**src/rtl/decode_stage_pkg.sv**
```systemverilog
// Shared constants for the instruction decode stage: classes, bubble words, state codes and field positions.
package aap_decode_pkg;

    localparam logic [1:0] CLS_ALU    = 2'b00;
    localparam logic [1:0] CLS_LDST   = 2'b01;
    localparam logic [1:0] CLS_BRANCH = 2'b10;
    localparam logic [1:0] CLS_MISC   = 2'b11;

    localparam logic [15:0] BUBBLE_ZERO = 16'h0000;
    localparam logic [15:0] BUBBLE_ONE  = 16'h0001;

    localparam logic [3:0] NOP_OPCODE        = 4'h0;
    localparam logic [5:0] HALT_CODE_DEFAULT = 6'd3;

    localparam logic [1:0] ST_RUN  = 2'd0;
    localparam logic [1:0] ST_SKIP = 2'd1;
    localparam logic [1:0] ST_HALT = 2'd2;

    localparam int LONG_BIT = 15;
    localparam int CLASS_HI = 14;
    localparam int CLASS_LO = 13;
    localparam int OPC_HI   = 12;
    localparam int OPC_LO   = 9;
    localparam int REG_FW   = 3;
    localparam int IMM_FW   = 6;

    function automatic logic is_bubble_word(input logic [15:0] w);
        return (w == BUBBLE_ZERO) || (w == BUBBLE_ONE);
    endfunction

endpackage

```
**src/rtl/decode_stage_if.sv**
```systemverilog
// Fetch-to-decode bus: fetch window and control in, registered decode fields out.
// With DECODE_ILLEGAL_TRAP_EN defined the bus also carries dec_illegal.
interface decode_stage_if #(
    parameter int REG_W = 6,
    parameter int OPC_W = 8,
    parameter int IMM_W = 12
);
    logic [31:0]      fetchoutput;
    logic             stall;
    logic             flush;
    logic             dec_valid;
    logic             dec_long;
    logic [1:0]       dec_class;
    logic [OPC_W-1:0] dec_opcode;
    logic [REG_W-1:0] dec_rd;
    logic [REG_W-1:0] dec_ra;
    logic [REG_W-1:0] dec_rb;
    logic [IMM_W-1:0] dec_imm;
    logic             nop_stop;
`ifdef DECODE_ILLEGAL_TRAP_EN
    logic             dec_illegal;

    modport master (
        output fetchoutput, stall, flush,
        input  dec_valid, dec_long, dec_class, dec_opcode, dec_rd, dec_ra, dec_rb,
               dec_imm, nop_stop, dec_illegal
    );
    modport slave (
        input  fetchoutput, stall, flush,
        output dec_valid, dec_long, dec_class, dec_opcode, dec_rd, dec_ra, dec_rb,
               dec_imm, nop_stop, dec_illegal
    );
`else
    modport master (
        output fetchoutput, stall, flush,
        input  dec_valid, dec_long, dec_class, dec_opcode, dec_rd, dec_ra, dec_rb,
               dec_imm, nop_stop
    );
    modport slave (
        input  fetchoutput, stall, flush,
        output dec_valid, dec_long, dec_class, dec_opcode, dec_rd, dec_ra, dec_rb,
               dec_imm, nop_stop
    );
`endif
endinterface

```
**src/rtl/decode_stage_fields.sv**
```systemverilog
// Purely combinational field extraction for one fetch window (w1 = current word, w2 = next word).
module decode_fields
    import aap_decode_pkg::*;
#(
    parameter int REG_W = 6,
    parameter int OPC_W = 8,
    parameter int IMM_W = 12
) (
    input  logic [15:0]      w1,
    input  logic [15:0]      w2,
    output logic             long_insn,
    output logic [1:0]       cls,
    output logic [OPC_W-1:0] opcode,
    output logic [REG_W-1:0] rd,
    output logic [REG_W-1:0] ra,
    output logic [REG_W-1:0] rb,
    output logic [IMM_W-1:0] imm,
    output logic             illegal,
    output logic             is_nop,
    output logic             is_bubble
);

    logic [REG_FW-1:0] reg_lo [3];
    logic [REG_FW-1:0] reg_hi [3];
    logic [3:0]        opc_lo;
    logic [3:0]        opc_hi;
    logic [IMM_FW-1:0] imm_lo;
    logic [IMM_FW-1:0] imm_hi;

    assign long_insn = w1[LONG_BIT];
    assign cls       = w1[CLASS_HI:CLASS_LO];
    assign opc_lo    = w1[OPC_HI:OPC_LO];
    assign imm_lo    = w1[IMM_FW-1:0];

    // Short encodings zero the upper halves; long encodings take them from w2.
    assign opc_hi = long_insn ? w2[OPC_HI:OPC_LO] : 4'h0;
    assign imm_hi = long_insn ? w2[IMM_FW-1:0]    : '0;

    // Register slots: index 0 = rb [2:0], 1 = ra [5:3], 2 = rd [8:6].
    generate
        for (genvar gi = 0; gi < 3; gi++) begin : g_reg_field
            assign reg_lo[gi] = w1[gi*REG_FW +: REG_FW];
            assign reg_hi[gi] = long_insn ? w2[gi*REG_FW +: REG_FW] : '0;
        end
    endgenerate

    assign opcode = OPC_W'({opc_hi, opc_lo});
    assign rd     = REG_W'({reg_hi[2], reg_lo[2]});
    assign ra     = REG_W'({reg_hi[1], reg_lo[1]});
    assign rb     = REG_W'({reg_hi[0], reg_lo[0]});
    assign imm    = IMM_W'({imm_hi, imm_lo});

    assign illegal   = long_insn && (w2[LONG_BIT] || (w2[CLASS_HI:CLASS_LO] != cls));
    assign is_nop    = !long_insn && (cls == CLS_ALU) && (opc_lo == NOP_OPCODE);
    assign is_bubble = is_bubble_word(w1);

endmodule

```
**src/rtl/decode_stage.sv**
```systemverilog
// Decode stage: RUN/SKIP/HALT sequencing and registered decode outputs, one cycle after the window.
// Optional illegal-encoding trap enabled by DECODE_ILLEGAL_TRAP_EN.
module decode_stage
    import aap_decode_pkg::*;
#(
    parameter int         REG_W     = 6,
    parameter int         OPC_W     = 8,
    parameter int         IMM_W     = 12,
    parameter logic [5:0] HALT_CODE = HALT_CODE_DEFAULT
) (
    input  logic          clock,
    input  logic          reset,
    decode_stage_if.slave bus
);

    logic             f_long;
    logic [1:0]       f_cls;
    logic [OPC_W-1:0] f_opcode;
    logic [REG_W-1:0] f_rd;
    logic [REG_W-1:0] f_ra;
    logic [REG_W-1:0] f_rb;
    logic [IMM_W-1:0] f_imm;
    logic             f_illegal;
    logic             f_is_nop;
    logic             f_is_bubble;

    decode_fields #(
        .REG_W (REG_W),
        .OPC_W (OPC_W),
        .IMM_W (IMM_W)
    ) u_fields (
        .w1        (bus.fetchoutput[31:16]),
        .w2        (bus.fetchoutput[15:0]),
        .long_insn (f_long),
        .cls       (f_cls),
        .opcode    (f_opcode),
        .rd        (f_rd),
        .ra        (f_ra),
        .rb        (f_rb),
        .imm       (f_imm),
        .illegal   (f_illegal),
        .is_nop    (f_is_nop),
        .is_bubble (f_is_bubble)
    );

    logic [1:0]       state_reg,    state_next;
    logic             valid_reg,    valid_next;
    logic             long_reg,     long_next;
    logic [1:0]       class_reg,    class_next;
    logic [OPC_W-1:0] opcode_reg,   opcode_next;
    logic [REG_W-1:0] rd_reg,       rd_next;
    logic [REG_W-1:0] ra_reg,       ra_next;
    logic [REG_W-1:0] rb_reg,       rb_next;
    logic [IMM_W-1:0] imm_reg,      imm_next;
    logic             nop_stop_reg, nop_stop_next;
    logic             illegal_reg,  illegal_next;

    always_comb begin
        state_next    = state_reg;
        valid_next    = valid_reg;
        long_next     = long_reg;
        class_next    = class_reg;
        opcode_next   = opcode_reg;
        rd_next       = rd_reg;
        ra_next       = ra_reg;
        rb_next       = rb_reg;
        imm_next      = imm_reg;
        nop_stop_next = 1'b0;
        illegal_next  = 1'b0;

        if (bus.stall) begin
            illegal_next = illegal_reg;
        end else if (bus.flush) begin
            // A halted core stays halted; only reset leaves HALT.
            valid_next = 1'b0;
            if (state_reg != ST_HALT) begin
                state_next = ST_RUN;
            end
        end else begin
            case (state_reg)
                ST_SKIP: begin
                    valid_next = 1'b0;
                    state_next = ST_RUN;
                end
                ST_HALT: begin
                    valid_next = 1'b0;
                end
                default: begin
                    valid_next = 1'b0;
                    if (f_is_bubble) begin
                        valid_next = 1'b0;
                    end else if (f_long && f_illegal) begin
`ifdef DECODE_ILLEGAL_TRAP_EN
                        illegal_next  = 1'b1;
                        nop_stop_next = 1'b1;
                        state_next    = ST_HALT;
`else
                        state_next    = ST_SKIP;
`endif
                    end else if (f_is_nop) begin
                        if (f_imm == IMM_W'(HALT_CODE)) begin
                            nop_stop_next = 1'b1;
                            state_next    = ST_HALT;
                        end
                    end else begin
                        valid_next  = 1'b1;
                        long_next   = f_long;
                        class_next  = f_cls;
                        opcode_next = f_opcode;
                        rd_next     = f_rd;
                        ra_next     = f_ra;
                        rb_next     = f_rb;
                        imm_next    = f_imm;
                        if (f_long) begin
                            state_next = ST_SKIP;
                        end
                    end
                end
            endcase
        end
    end

    always_ff @(posedge clock) begin
        if (reset) begin
            state_reg    <= ST_RUN;
            valid_reg    <= 1'b0;
            long_reg     <= 1'b0;
            class_reg    <= '0;
            opcode_reg   <= '0;
            rd_reg       <= '0;
            ra_reg       <= '0;
            rb_reg       <= '0;
            imm_reg      <= '0;
            nop_stop_reg <= 1'b0;
            illegal_reg  <= 1'b0;
        end else begin
            state_reg    <= state_next;
            valid_reg    <= valid_next;
            long_reg     <= long_next;
            class_reg    <= class_next;
            opcode_reg   <= opcode_next;
            rd_reg       <= rd_next;
            ra_reg       <= ra_next;
            rb_reg       <= rb_next;
            imm_reg      <= imm_next;
            nop_stop_reg <= nop_stop_next;
            illegal_reg  <= illegal_next;
        end
    end

    assign bus.dec_valid  = valid_reg;
    assign bus.dec_long   = long_reg;
    assign bus.dec_class  = class_reg;
    assign bus.dec_opcode = opcode_reg;
    assign bus.dec_rd     = rd_reg;
    assign bus.dec_ra     = ra_reg;
    assign bus.dec_rb     = rb_reg;
    assign bus.dec_imm    = imm_reg;
    assign bus.nop_stop   = nop_stop_reg;
`ifdef DECODE_ILLEGAL_TRAP_EN
    assign bus.dec_illegal = illegal_reg;
`else
    logic unused_illegal;
    assign unused_illegal = illegal_reg;
`endif

endmodule
```
**src/flat_wrapper.sv**
```systemverilog
// flat-port wrapper written by rule: the top's interface ports become plain ports
module decode_stage_flat import aap_decode_pkg::*;
#(
    parameter int         REG_W     = 6,
    parameter int         OPC_W     = 8,
    parameter int         IMM_W     = 12,
    parameter logic [5:0] HALT_CODE = HALT_CODE_DEFAULT
)
  (clock, reset, bus_fetchoutput, bus_stall, bus_flush, bus_dec_valid, bus_dec_long, bus_dec_class, bus_dec_opcode, bus_dec_rd, bus_dec_ra, bus_dec_rb, bus_dec_imm, bus_nop_stop);
  decode_stage_if #(.REG_W(REG_W), .OPC_W(OPC_W), .IMM_W(IMM_W)) bus_i ();
  input  logic clock;
  input  logic reset;
  input wire logic [$bits(bus_i.fetchoutput)-1:0] bus_fetchoutput;
  input wire logic [$bits(bus_i.stall)-1:0] bus_stall;
  input wire logic [$bits(bus_i.flush)-1:0] bus_flush;
  output wire logic [$bits(bus_i.dec_valid)-1:0] bus_dec_valid;
  output wire logic [$bits(bus_i.dec_long)-1:0] bus_dec_long;
  output wire logic [$bits(bus_i.dec_class)-1:0] bus_dec_class;
  output wire logic [$bits(bus_i.dec_opcode)-1:0] bus_dec_opcode;
  output wire logic [$bits(bus_i.dec_rd)-1:0] bus_dec_rd;
  output wire logic [$bits(bus_i.dec_ra)-1:0] bus_dec_ra;
  output wire logic [$bits(bus_i.dec_rb)-1:0] bus_dec_rb;
  output wire logic [$bits(bus_i.dec_imm)-1:0] bus_dec_imm;
  output wire logic [$bits(bus_i.nop_stop)-1:0] bus_nop_stop;
  assign bus_i.fetchoutput = bus_fetchoutput;
  assign bus_i.stall = bus_stall;
  assign bus_i.flush = bus_flush;
  assign bus_dec_valid = bus_i.dec_valid;
  assign bus_dec_long = bus_i.dec_long;
  assign bus_dec_class = bus_i.dec_class;
  assign bus_dec_opcode = bus_i.dec_opcode;
  assign bus_dec_rd = bus_i.dec_rd;
  assign bus_dec_ra = bus_i.dec_ra;
  assign bus_dec_rb = bus_i.dec_rb;
  assign bus_dec_imm = bus_i.dec_imm;
  assign bus_nop_stop = bus_i.nop_stop;
  decode_stage #(.REG_W(REG_W), .OPC_W(OPC_W), .IMM_W(IMM_W), .HALT_CODE(HALT_CODE)) u_core (.clock(clock), .reset(reset), .bus(bus_i));
endmodule
```
**config.mk**
```make
export PLATFORM = sky130hd
export DESIGN_NAME = decode_stage_flat
export DESIGN_NICKNAME = d
export VERILOG_FILES = /design/src/rtl/decode_stage_pkg.sv /design/src/rtl/decode_stage_if.sv /design/src/rtl/decode_stage_fields.sv /design/src/rtl/decode_stage.sv /design/src/flat_wrapper.sv
export SDC_FILE = /design/constraint.sdc
export NUM_CORES = 1
export LEC_CHECK = 0
export CAP_MARGIN = 0
export CORE_MARGIN = 10
export CORE_UTILIZATION = 45
export DETAILED_ROUTE_END_ITERATION = 16
export DONT_BUFFER_PORTS = 1
export SYNTH_ARGS = -nofsm -noshare
export SYNTH_HDL_FRONTEND = slang
export SYNTH_SLANG_ARGS = --single-unit
```
**constraint.sdc**
```tcl
create_clock -name clock -period 5 [get_ports clock]
set_input_delay 0.75 -clock clock [delete_from_list [all_inputs] [get_ports clock]]
set_output_delay 0.75 -clock clock [all_outputs]
set_load 0.005 [all_outputs]
```
==> results of run 1 <==
==> synthesized netlist by cell type (2+ instances only) <==
| cell type | count | share of area |
|---|---|---|
| sky130_fd_sc_hd__nand3_1 | 41 | 0.13 |
| sky130_fd_sc_hd__dfxtp_1 | 33 | 0.41 |
| sky130_fd_sc_hd__a21oi_1 | 19 | 0.059 |
| sky130_fd_sc_hd__buf_4 | 12 | 0.056 |
| sky130_fd_sc_hd__a21bo_1 | 11 | 0.068 |
| sky130_fd_sc_hd__a21oi_2 | 11 | 0.060 |
| sky130_fd_sc_hd__clkbuf_1 | 7 | 0.016 |
| sky130_fd_sc_hd__buf_2 | 5 | 0.015 |
| sky130_fd_sc_hd__a21bo_2 | 4 | 0.025 |
| sky130_fd_sc_hd__nor2_1 | 3 | 0.0070 |
| sky130_fd_sc_hd__or4_1 | 3 | 0.014 |
| sky130_fd_sc_hd__buf_1 | 2 | 0.0046 |
| sky130_fd_sc_hd__buf_6 | 2 | 0.014 |
| sky130_fd_sc_hd__ha_1 | 2 | 0.015 |
| sky130_fd_sc_hd__inv_1 | 2 | 0.0046 |
| sky130_fd_sc_hd__nor3_1 | 2 | 0.0062 |
| sky130_fd_sc_hd__xor2_1 | 2 | 0.011 |
==> cell families (layout without fill, tap and decap cells) <==
logic type | after synthesis | after routing | share of synthesized area
fa+ha+maj | 2 | 2 | 0.0155
buf+inv | 30 | 12 | 0.111
simple gates | 61 | 61 | 0.209
xor+xnor | 2 | 2 | 0.0108
flops | 33 | 33 | 0.409
compound gates | 50 | 50 | 0.245
==> worst max-delay path: cells and delay by family, from the launching register on <==
| kind | cells | cell delay, ns |
|---|---|---|
| AND/OR/NAND/NOR | 3 | 1.54 |
| adder cells (fa/ha/maj) | 1 | 0.29 |
| flip-flops | 1 | 0.39 |
| buffers and inverters | 1 | 0.07 |
| AO/OA/AOI/OAI | 1 | 0.18 |
==> metal layers <==
| layer | global-route usage | vias to the layer above | share of wire |
|---|---|---|---|
| met1 | 0.134 | 543 | 0.36 |
| met4 | 0.0352 | 0 | 0.0045 |
| met3 | 0.113 | 2 | 0.19 |
| met2 | 0.193 | 67 | 0.45 |
| li1 | - | 595 | - |
| met5 | 0 | - | 0 |
==> per-stage QoR <==
stage | util | hold slack, ns | power, mW | setup WS, ns
finish | 0.468 | 0.476 | 0.476 | 2.46
global route | 0.468 | 0.434 | 0.502 | 2.22
CTS | 0.468 | 0.447 | 0.484 | 2.48
detailed placement | 0.447 | 0.479 | 0.313 | 2.36
global placement | 0.447 | 0.473 | 0.311 | 2.44
floorplan | - | 0.460 | 0.315 | 2.69
==> power breakdown <==
group / internal (mW) / leakage [nW] / switching (mW) / total, mW
registers: 0.269 / 0.267 / 0.00626 / 0.275
logic: 0.0141 / 0.193 / 0.0167 / 0.0308
clock network: 0.0815 / 0.0413 / 0.0879 / 0.169
total: 0.365 / 0.501 / 0.111 / 0.476
==> how the worst max path moves through the flow <==
stage	end	slack, ns	depth (start not counted)
2_1_floorplan	u_core.bus.dec_class[0]	2.69	6
3_3_place_gp	u_core.bus.dec_class[0]	2.44	5
3_5_place_dp	u_core.bus.dec_opcode[0]	2.36	5
4_1_cts	u_core.bus.dec_opcode[6]	2.48	6
5_1_grt	u_core.bus.dec_rd[3]	2.22	6
6_report	u_core.bus.dec_imm[8]	2.46	6
==> layout make-up <==
| type | count | area [um^2] |
|---|---|---|
| clock buffer | 7 | 65.1 |
| inverter | 2 | 7.51 |
| timing repair buffer | 2 | 15.0 |
| sequential | 33 | 661 |
| clock inverter | 1 | 5.00 |
| tap | 46 | 57.6 |
| fill | 336 | 1800 |
| multi-input combinational | 115 | 776 |
==> impl_metrics.sql, run 1 <==
INSERT INTO impl_metrics (metric_group, metric, value, unit) VALUES
('global_route', 'gr-total-overflow', '0', ''),
('global_route', 'grt_usage', '0.130', ''),
('critical_path', 'crit_arrival', '2.80', 'ns'),
('place', 'buffer_ports.inserted', '0', ''),
('clocking', 'cts_inserted_buffers', '5', ''),
('global_route', 'initial_antenna_violation_count', '0', ''),
('detailed_routing', 'routedWlPerCell', '20.4', 'um'),
('global_route', 'grt_pass1_wl', '6660', 'um'),
('die', 'row_count', '21', ''),
('detailed_routing', 'drt_first_pass_iters', '4', ''),
('final_layout', 'layout_commonest_cell', 'sky130_fd_sc_hd__nand3_1', ''),
('min_path', 'worstHoldStart', 'reset', ''),
('clocking', 'clock_root_buffer_master', 'sky130_fd_sc_hd__clkbuf_4', ''),
('final_layout', 'area.growth.synth_to_final', '-1.78', '%'),
('detailed_routing', 'drt_wl_total', '4200', 'um'),
('detailed_routing', 'drtAntennaViolNets', '0', ''),
('critical_path', 'startpoint', 'u_core.state_reg[0]', ''),
('final_layout', 'insertedDiodeCount', '0', ''),
('sta', 'worstMarginPinSlew', '1.12', 'ns'),
('final_layout', 'non_filler_instance_count_after_layout', '206', ''),
('critical_path', 'critical_path.cell_chain', 'inv_1 -> ha_1 -> or3b_1 -> nor4_2 -> nand3_1 -> a21oi_1', ''),
('place', 'place.detailed.instances', '198', ''),
('sta', 'layout_worst_path_cycle_share', '0.507', ''),
('critical_path', 'slowest_delay', '0.98', 'ns'),
('place', 'post_dp_cell_area', '1520', 'um^2'),
('global_route', 'grt_max_degree', '45', ''),
('critical_path', 'critical-path-slowest-cell', 'sky130_fd_sc_hd__nor4_2', ''),
('die', 'chip_width', '79.9', 'um'),
('sta', 'grt_setup_unrepaired', 'false', ''),
('critical_path', 'worstSetupStartpointType', 'register', ''),
('clocking', 'clkLatencyLatePin', '0.33', 'ns'),
('sta', 'finalMaxSlewViolations', '0', ''),
('yosys', 'synth_nets', '216', ''),
('die', 'die_area', '6390', 'um^2'),
('critical_path', 'worstPathRequired', '5.26', 'ns'),
('yosys', 'synth.cell_area', '1620', 'um^2'),
('final_layout', 'layout.cells.most_common_list', 'sky130_fd_sc_hd__nand3_1 (41), sky130_fd_sc_hd__dfxtp_1 (33), sky130_fd_sc_hd__a21oi_1 (19)', ''),
('sta', 'clock.fmax', '394', 'MHz'),
('critical_path', 'register_to_register_setup_slack', '2.46', 'ns'),
('yosys', 'synth.lib_cells_used.distinct', '34', ''),
('global_route', 'first_global_vias', '1252', ''),
('critical_path', 'type_of_the_worst_setup_path', 'reg2reg', ''),
('power_and_ir_drop', 'total_leakage_power', '0.501', 'nW'),
('outcome', 'outcome', 'finished clean', ''),
('clocking', 'post-cts-setup-buffer-count', '0', ''),
('clocking', 'clk_path_buf_depth', '2', ''),
('sta', 'finalHoldViolations', '0', ''),
('detailed_routing', 'drt_first_iter_violations', '79', ''),
('die', 'io-pin-count', '79', ''),
('die', 'design.core.area', '3390', 'um^2'),
('clocking', 'clock_tree_from_tritoncts', 'yes', ''),
('critical_path', 'crit-reg2reg-launch', 'u_core.state_reg[0]', ''),
('detailed_routing', 'via_count', '1207', ''),
('min_path', 'hp-class', 'in2reg', ''),
('place', 'gp_routability_congestion', '0.738', ''),
('critical_path', 'reg2reg_end', 'u_core.bus.dec_imm[8]', ''),
('detailed_routing', 'drc_errors', '0', ''),
('yosys', 'yosys_register_bits', '33', ''),
('sta', 'tns_setup', '0', 'ns'),
('yosys', 'syn-mean-instance-area', '9.07', 'um^2'),
('power_and_ir_drop', 'power.density_cell_area', '300', 'nW/um^2'),
('clocking', 'cts_repair_resize_count', '0', ''),
('sta', 'timing.clock.skew', '0.00990', 'ns'),
('job', 'maxCapViolations', '0', ''),
('min_path', 'min_to', 'u_core.bus.dec_rd[1]', ''),
('critical_path', 'worst_setup_path_end_kind', 'register', ''),
('final_layout', 'finalNetCount', '197', ''),
('final_layout', 'largest_reg_flops', '8', ''),
('die', 'floorplan.die.height', '79.9', 'um'),
('die', 'initial_standard_cell_utilization_of_the_core', '0.477', ''),
('detailed_routing', 'post_drt_via_cell_ratio', '5.86', '');
Note: power is estimated with default switching activity, not from simulation.
==> run 2: changes to the inputs <==
==> constraint.sdc (replaced) <==
create_clock -name clock -period 2.4 [get_ports clock]
set_input_delay 0.36 -clock clock [delete_from_list [all_inputs] [get_ports clock]]
set_output_delay 0.36 -clock clock [all_outputs]
set_load 0.005 [all_outputs]
==> run 2 against run 1 <==
  * Non-clock buffer count increased by 3
  * Wire length increased by 0.64%
  * Design area increased by 1.5%
  * Total power increased by 100%
  * Fmax increased by 9.7%
  * Sequential share of layout area decreased by 0.61 points
  * Sequential power increased by 110%
  * Sequential cell count unchanged
  * Critical path depth increased by 1
==> impl_metrics.sql, run 2 (synthesis gave the netlist of run 1 again) <==
INSERT INTO impl_metrics (metric_group, metric, value, unit) VALUES
('outcome', 'outcome', 'finished clean', ''),
('final_layout', 'layout_commonest_cell', 'sky130_fd_sc_hd__nand3_1', ''),
('sta', 'min_period', '2.31', 'ns'),
('min_path', 'hp-class', 'in2reg', ''),
('sta', 'finalHoldViolations', '0', ''),
('critical_path', 'crit-reg2reg-launch', 'u_core.state_reg[0]', ''),
('sta', 'timing.hold.ws', '0.0697', 'ns'),
('critical_path', 'timing.reg2reg.worst_path_depth', '7', ''),
('min_path', 'min_to', 'u_core.bus.dec_opcode[2]', ''),
('critical_path', 'reg2reg_end', 'u_core.bus.dec_imm[4]', ''),
('place', 'place.detailed.instances', '201', ''),
('power_and_ir_drop', 'switching_power', '0.245', 'mW'),
('power_and_ir_drop', 'internal_power_of_the_cells', '0.704', 'mW'),
('sta', 'worstMarginPinSlew', '0.585', 'ns'),
('clocking', 'clock_tree_from_tritoncts', 'yes', ''),
('critical_path', 'worstSetupStartpointType', 'register', ''),
('critical_path', 'critical_path.cell_chain', 'inv_1 -> ha_1 -> or3b_1 -> or4_1 -> buf_4 -> a21bo_1 -> a21oi_2', ''),
('clocking', 'cts_inserted_buffers', '5', ''),
('place', 'placement.setup.worst_slack', '0.120', 'ns'),
('die', 'chip_width', '79.9', 'um'),
('sta', 'timing.clock.skew', '0.0117', 'ns'),
('detailed_routing', 'post_drt_via_cell_ratio', '5.99', ''),
('critical_path', 'register_to_register_setup_slack', '0.09', 'ns'),
('critical_path', 'critical-path-slowest-cell', 'sky130_fd_sc_hd__or4_1', ''),
('power_and_ir_drop', 'vdd.ir_drop.worst', '0.000317', 'V'),
('sta', 'worst_slack', '0.0887', 'ns'),
('die', 'die_area', '6390', 'um^2'),
('die', 'floorplan.die.height', '79.9', 'um'),
('detailed_routing', 'routedWlPerCell', '20.2', 'um'),
('sta', 'setup_viol_count_final', '0', ''),
('final_layout', 'insertedDiodeCount', '0', ''),
('detailed_routing', 'drt_wl_total', '4230', 'um'),
('clocking', 'ctsHtreeMaxLevel', '2', ''),
('power_and_ir_drop', 'power.density_cell_area', '589', 'nW/um^2'),
('clocking', 'clock_root_buffer_master', 'sky130_fd_sc_hd__clkbuf_4', ''),
('power_and_ir_drop', 'sequentialPowerShare', '0.604', ''),
('clocking', 'post-cts-setup-buffer-count', '0', ''),
('power_and_ir_drop', 'total_leakage_power', '0.513', 'nW'),
('critical_path', 'crit_fanout', '20', ''),
('critical_path', 'worstPathRequired', '2.69', 'ns'),
('clocking', 'clk_path_buf_depth', '2', ''),
('critical_path', 'critical-path-top-delay-family', 'simple AND/OR/NAND/NOR gates', ''),
('final_layout', 'largest_reg_flops', '8', ''),
('global_route', 'gr-total-overflow', '0', ''),
('global_route', 'grt_pass1_wl', '6600', 'um'),
('global_route', 'initial_antenna_violation_count', '0', ''),
('final_layout', 'layout.core_utilization', '0.475', ''),
('sta', 'timing.slew.headroom', '0.610', ''),
('power_and_ir_drop', 'clock_power_share', '0.324', ''),
('final_layout', 'finalNetCount', '200', ''),
('min_path', 'hold_depth', '1', ''),
('detailed_routing', 'drtAntennaViolNets', '0', ''),
('power_and_ir_drop', 'power.share.combinational', '0.072', ''),
('place', 'dpl.hpwl', '3180', 'um'),
('sta', 'tns_setup', '0', 'ns'),
('detailed_routing', 'drt_first_pass_iters', '4', ''),
('clocking', 'cts.sink_count', '33', ''),
('job', 'maxCapViolations', '0', ''),
('global_route', 'first_global_vias', '1256', ''),
('final_layout', 'layout-drive-gt1-share', '0.184', ''),
('detailed_routing', 'drt_first_iter_violations', '49', ''),
('critical_path', 'path_buf_inv', '2', ''),
('final_layout', 'layout.cells.most_common_list', 'sky130_fd_sc_hd__nand3_1 (41), sky130_fd_sc_hd__dfxtp_1 (33), sky130_fd_sc_hd__a21oi_1 (19)', ''),
('global_route', 'grt_max_degree', '36', ''),
('power_and_ir_drop', 'netSwitchingFraction', '0.259', ''),
('global_route', 'grt_usage', '0.130', ''),
('final_layout', 'non_filler_instance_count_after_layout', '209', ''),
('detailed_routing', 'via_count', '1252', ''),
('place', 'buffer_ports.inserted', '0', ''),
('place', 'gp_routability_congestion', '0.744', ''),
('final_layout', 'area.growth.synth_to_final', '-0.310', '%'),
('min_path', 'worstHoldStart', 'reset', ''),
('detailed_routing', 'drc_errors', '0', ''),
('critical_path', 'type_of_the_worst_setup_path', 'reg2reg', ''),
('die', 'io-pin-count', '79', ''),
('critical_path', 'slowest_delay', '0.59', 'ns'),
('die', 'row_count', '21', ''),
('die', 'initial_standard_cell_utilization_of_the_core', '0.477', ''),
('sta', 'clock.fmax', '433', 'MHz'),
('critical_path', 'worst_setup_path_end_kind', 'register', ''),
('die', 'design.core.area', '3390', 'um^2'),
('clocking', 'clkLatencyLatePin', '0.35', 'ns'),
('sta', 'layout_worst_path_cycle_share', '0.963', ''),
('critical_path', 'crit_arrival', '2.60', 'ns'),
('clocking', 'worst_setup_hold_path_clk_slew', '0.11', 'ns'),
('sta', 'finalMaxSlewViolations', '0', '');
==> run 2: what timing repair did <==
item / in CTS / in global routing
resized for setup: 0 / 1
setup endpoints to repair: 0 / 1
hold buffers: 0 / 0
==> run 2: metrics by stage <==
| step | instance area (um^2) | total power, mW |
|---|---|---|
| 2_1_floorplan | 1620 | 0.656 |
| 3_3_place_gp | 1550 | 0.651 |
| 3_5_place_dp | 1550 | 0.655 |
| 4_1_cts | 1610 | 0.962 |
| 5_1_grt | 1610 | 0.997 |
| 6_report | 1610 | 0.949 |
==> run 2: how the worst max path moves through the flow <==
| stage | from | endpoint | slack [ns] | depth (start not counted) |
|---|---|---|---|---|
| after global routing | u_core.state_reg[0] | u_core.bus.dec_rb[2] | -0.002 | 7 |
| after floorplan | u_core.state_reg[0] | u_core.bus.dec_class[0] | 0.22 | 8 |
| final | u_core.state_reg[0] | u_core.bus.dec_imm[4] | 0.09 | 7 |
| after global placement | u_core.state_reg[0] | u_core.bus.dec_rd[0] | 0.21 | 7 |
| after CTS | u_core.state_reg[0] | u_core.bus.dec_rb[2] | 0.10 | 7 |
| after detailed placement | u_core.state_reg[0] | u_core.bus.dec_rd[0] | 0.12 | 7 |
==> run 2: power groups by stage <==
stage          clock network (mW)  registers [mW]  logic (mW)
5_1_grt                     0.346           0.576      0.0751
3_5_place_dp                    0           0.587      0.0679
6_report                    0.307           0.574      0.0682
3_3_place_gp                    0           0.587      0.0642
2_1_floorplan                   0           0.581      0.0745
4_1_cts                     0.320           0.574      0.0680
==> run 2: layout make-up <==
cell class | count | area, um^2
Clock buffer | 5 | 37.5
Clock inverter | 3 | 17.5
Fill cell | 321 | 1780
Inverter | 2 | 7.51
Multi-Input combinational cell | 115 | 776
Sequential cell | 33 | 661
Tap cell | 46 | 57.6
Timing Repair Buffer | 5 | 53.8
==> run 2: metal layers <==
metal / share of wire / GRT usage
met1: 0.36 / 0.132
met2: 0.43 / 0.187
met3: 0.19 / 0.118
met4: 0.017 / 0.0475
met5: 0 / 0
==> run 3: changes to the inputs <==
--- a/config.mk
+++ b/config.mk
@@ -5,6 +5,7 @@
 export SDC_FILE = /design/constraint.sdc
 export NUM_CORES = 1
 export LEC_CHECK = 0
+export ABC_AREA = 1
 export CAP_MARGIN = 0
 export CORE_MARGIN = 10
 export CORE_UTILIZATION = 45
==> run 3 against run 2 <==
  * First-iteration DRC count decreased by 33%
  * Synthesized cell count increased by 33%
  * Hold slack improved by 0.061 ns
  * Setup slack improved by 0.62 ns
  * Die area increased by 11%
  * Global-route usage decreased by 0.78 points
  * Sequential power increased by 2%
  * Register-to-register slack improved by 0.62 ns
  * Critical path depth decreased by 1
  * Highest routed layer unchanged
  * Synthesized area increased by 15%
==> impl_metrics.sql, run 3 <==
INSERT INTO impl_metrics (metric_group, metric, value, unit) VALUES
('outcome', 'outcome', 'finished clean', ''),
('power_and_ir_drop', 'total_power', '1.14', 'mW'),
('yosys', 'synth.lib_cells_used.distinct', '25', ''),
('clocking', 'worst_setup_hold_path_clk_slew', '0.07', 'ns'),
('power_and_ir_drop', 'sequentialPowerShare', '0.513', ''),
('power_and_ir_drop', 'power.density_cell_area', '632', 'nW/um^2'),
('final_layout', 'ff_latch_area', '661', 'um^2'),
('place', 'dpl.hpwl', '3230', 'um'),
('detailed_routing', 'drtAntennaViolNets', '0', ''),
('power_and_ir_drop', 'switching_power', '0.324', 'mW'),
('min_path', 'worstHoldStart', 'reset', ''),
('yosys', 'synthesis.instances', '236', ''),
('yosys', 'synth.cell_area', '1860', 'um^2'),
('critical_path', 'worstPathRequired', '2.58', 'ns'),
('detailed_routing', 'drt_wl_total', '4490', 'um'),
('final_layout', 'largest_reg_flops', '8', ''),
('detailed_routing', 'drc_errors', '0', ''),
('clocking', 'clkLatencyLatePin', '0.29', 'ns'),
('min_path', 'hold_depth', '1', ''),
('sta', 'tns_setup', '0', 'ns'),
('yosys', 'yosys_register_bits', '33', ''),
('critical_path', 'worst_setup_path_end_kind', 'register', ''),
('die', 'io-pin-count', '79', ''),
('critical_path', 'crit_fanout', '30', ''),
('final_layout', 'area.growth.synth_to_final', '-2.49', '%'),
('global_route', 'first_global_vias', '1339', ''),
('final_layout', 'insertedDiodeCount', '0', ''),
('critical_path', 'startpoint', 'u_core.state_reg[0]', ''),
('die', 'design.core.area', '4000', 'um^2'),
('min_path', 'min_to', 'u_core.bus.dec_opcode[1]', ''),
('detailed_routing', 'routedWlPerCell', '16.7', 'um'),
('critical_path', 'worstSetupStartpointType', 'register', ''),
('yosys', 'most_numerous_cell_types_in_the_synthesized_netlist', 'sky130_fd_sc_hd__nand2_1 (50), sky130_fd_sc_hd__dfxtp_1 (33), sky130_fd_sc_hd__nand4_1 (29)', ''),
('place', 'gp_routability_congestion', '0.768', ''),
('yosys', 'synth_nets', '274', ''),
('sta', 'worstMarginPinSlew', '0.532', 'ns'),
('clocking', 'clock_tree_from_tritoncts', 'yes', ''),
('sta', 'finalHoldViolations', '0', ''),
('final_layout', 'multi_input_comb_area', '900', 'um^2'),
('sta', 'clock.fmax', '591', 'MHz'),
('final_layout', 'layout.cells.most_common_list', 'sky130_fd_sc_hd__nand2_1 (50), sky130_fd_sc_hd__dfxtp_1 (33), sky130_fd_sc_hd__nand4_1 (29)', ''),
('die', 'floorplan.die.height', '84.2', 'um'),
('job', 'maxCapViolations', '0', ''),
('clocking', 'clock_root_buffer_master', 'sky130_fd_sc_hd__clkbuf_8', ''),
('global_route', 'grt_usage', '0.123', ''),
('critical_path', 'timing.reg2reg.worst_path_depth', '6', ''),
('yosys', 'ys_seq_area_frac', '0.356', ''),
('detailed_routing', 'met1Wirelength', '1930', 'um'),
('critical_path', 'crit_arrival', '1.87', 'ns'),
('global_route', 'gr-total-overflow', '0', ''),
('detailed_routing', 'via_count', '1416', ''),
('final_layout', 'num-fill-cells', '424', ''),
('sta', 'layout_worst_path_cycle_share', '0.705', ''),
('yosys', 'syn-mean-instance-area', '7.87', 'um^2'),
('yosys', 'synth-edff-count', '0', ''),
('power_and_ir_drop', 'power.share.combinational', '0.127', ''),
('critical_path', 'crit-reg2reg-launch', 'u_core.state_reg[0]', ''),
('yosys', 'post-synth-top-count-cell', 'sky130_fd_sc_hd__nand2_1', ''),
('sta', 'timing.slew.headroom', '0.645', ''),
('clocking', 'cts.sink_count', '33', ''),
('global_route', 'grt_max_degree', '33', ''),
('sta', 'setup_viol_count_final', '0', ''),
('sta', 'min_period', '1.69', 'ns'),
('clocking', 'ctsHtreeMaxLevel', '2', ''),
('place', 'buffer_ports.inserted', '0', ''),
('detailed_routing', 'met3_length', '448', 'um'),
('clocking', 'cts_repair_resize_count', '0', ''),
('detailed_routing', 'dr_wl_met2', '2080', 'um'),
('sta', 'grt_setup_unrepaired', 'false', ''),
('power_and_ir_drop', 'internal_power_of_the_cells', '0.821', 'mW'),
('clocking', 'cts_inserted_buffers', '5', ''),
('yosys', 'synth_top_cells_by_area', 'sky130_fd_sc_hd__dfxtp_1 (36%), sky130_fd_sc_hd__nand2_1 (10%), sky130_fd_sc_hd__nand4_1 (9.8%)', ''),
('power_and_ir_drop', 'vdd.ir_drop.worst', '0.000218', 'V'),
('detailed_routing', 'top_layer_used', 'met4', ''),
('critical_path', 'register_to_register_setup_slack', '0.71', 'ns'),
('clocking', 'cts_hold_buffers', '0', ''),
('yosys', 'synth_flop_cell', 'sky130_fd_sc_hd__dfxtp_1', ''),
('yosys', 'post-synth-top-area-cell', 'sky130_fd_sc_hd__dfxtp_1', ''),
('power_and_ir_drop', 'netSwitchingFraction', '0.283', ''),
('detailed_routing', 'drt_first_pass_iters', '4', ''),
('global_route', 'grt_pass1_wl', '7190', 'um'),
('die', 'initial_standard_cell_utilization_of_the_core', '0.464', ''),
('yosys', 'async_flop_share', '0', ''),
('sta', 'finalMaxSlewViolations', '0', ''),
('final_layout', 'layout_commonest_cell', 'sky130_fd_sc_hd__nand2_1', ''),
('power_and_ir_drop', 'clock_power_share', '0.359', ''),
('final_layout', 'finalNetCount', '256', ''),
('final_layout', 'layout-drive-gt1-share', '0.174', ''),
('die', 'chip_width', '84.2', 'um'),
('critical_path', 'type_of_the_worst_setup_path', 'reg2reg', ''),
('clocking', 'post-cts-setup-buffer-count', '0', ''),
('detailed_routing', 'post_drt_via_cell_ratio', '5.26', ''),
('critical_path', 'reg2reg_end', 'u_core.bus.dec_opcode[2]', ''),
('min_path', 'hp-class', 'in2reg', ''),
('sta', 'timing.clock.skew', '0.00725', 'ns'),
('die', 'row_count', '23', ''),
('yosys', 'synth-warning-count', '0', ''),
('die', 'die_area', '7100', 'um^2'),
('yosys', 'synth_top_cell_area_share', '0.356', ''),
('clocking', 'clk_path_buf_depth', '2', ''),
('detailed_routing', 'drt_first_iter_violations', '33', ''),
('global_route', 'initial_antenna_violation_count', '0', ''),
('power_and_ir_drop', 'total_leakage_power', '0.704', 'nW');
-- run 3: metrics by stage --
stage	worst slack (ns)	utilization	area [um^2]	hold slack (ns)	cells
after floorplan	0.964	-	1860	0.422	236
after global placement	0.724	0.432	1730	0.429	261
after detailed placement	0.687	0.432	1730	0.432	261
after CTS	0.677	0.453	1810	0.124	269
after global routing	0.530	0.453	1810	0.118	269
final	0.708	0.453	1810	0.130	269
-- run 3: area by class of cell --
class,count,area share
inverter,20,0.0415
multi-input combinational,154,0.497
tap,50,0.0346
sequential,33,0.365
timing repair buffer,4,0.0166
clock buffer,6,0.0401
clock inverter,2,0.00553
-- run 3: power by group through the flow --
stage	registers (mW)	clock network (mW)	logic, mW
6_report	0.587	0.411	0.146
5_1_grt	0.591	0.446	0.166
4_1_cts	0.589	0.424	0.149
3_5_place_dp	0.601	0	0.148
3_3_place_gp	0.601	0	0.148
2_1_floorplan	0.594	0	0.158
-- run 3: layer usage --
layer / GRT usage / vias up
met5: 0 / -
met4: 0.0411 / 0
met3: 0.0618 / 4
met2: 0.191 / 48
met1: 0.142 / 629
li1: - / 735
-- run 3: worst max-delay path, stage by stage (launching register included) --
cell and delay (ns):
sky130_fd_sc_hd__dfxtp_1 0.36, sky130_fd_sc_hd__inv_1 0.05, sky130_fd_sc_hd__ha_1 0.27, sky130_fd_sc_hd__a21boi_4 0.19, sky130_fd_sc_hd__nand3_4 0.43, sky130_fd_sc_hd__nand2_1 0.20
sky130_fd_sc_hd__a21oi_1 0.08
-- run 3: cells by family after synthesis --
group                    Yosys count  synth area share
buffers and inverters             49             0.160
adder cells (fa/ha/maj)            2            0.0135
flip-flops                        33             0.356
AO/OA/AOI/OAI                     36             0.129
AND/OR/NAND/NOR                  116             0.342
-- run 3: worst max-delay path by stage --
stage	endpoint	slack [ns]
final	u_core.bus.dec_opcode[2]	0.71
after global placement	u_core.bus.dec_opcode[5]	0.72
after detailed placement	u_core.bus.dec_opcode[2]	0.69
after CTS	u_core.bus.dec_opcode[2]	0.68
after global routing	u_core.bus.dec_imm[3]	0.53
after floorplan	u_core.bus.dec_opcode[4]	0.96
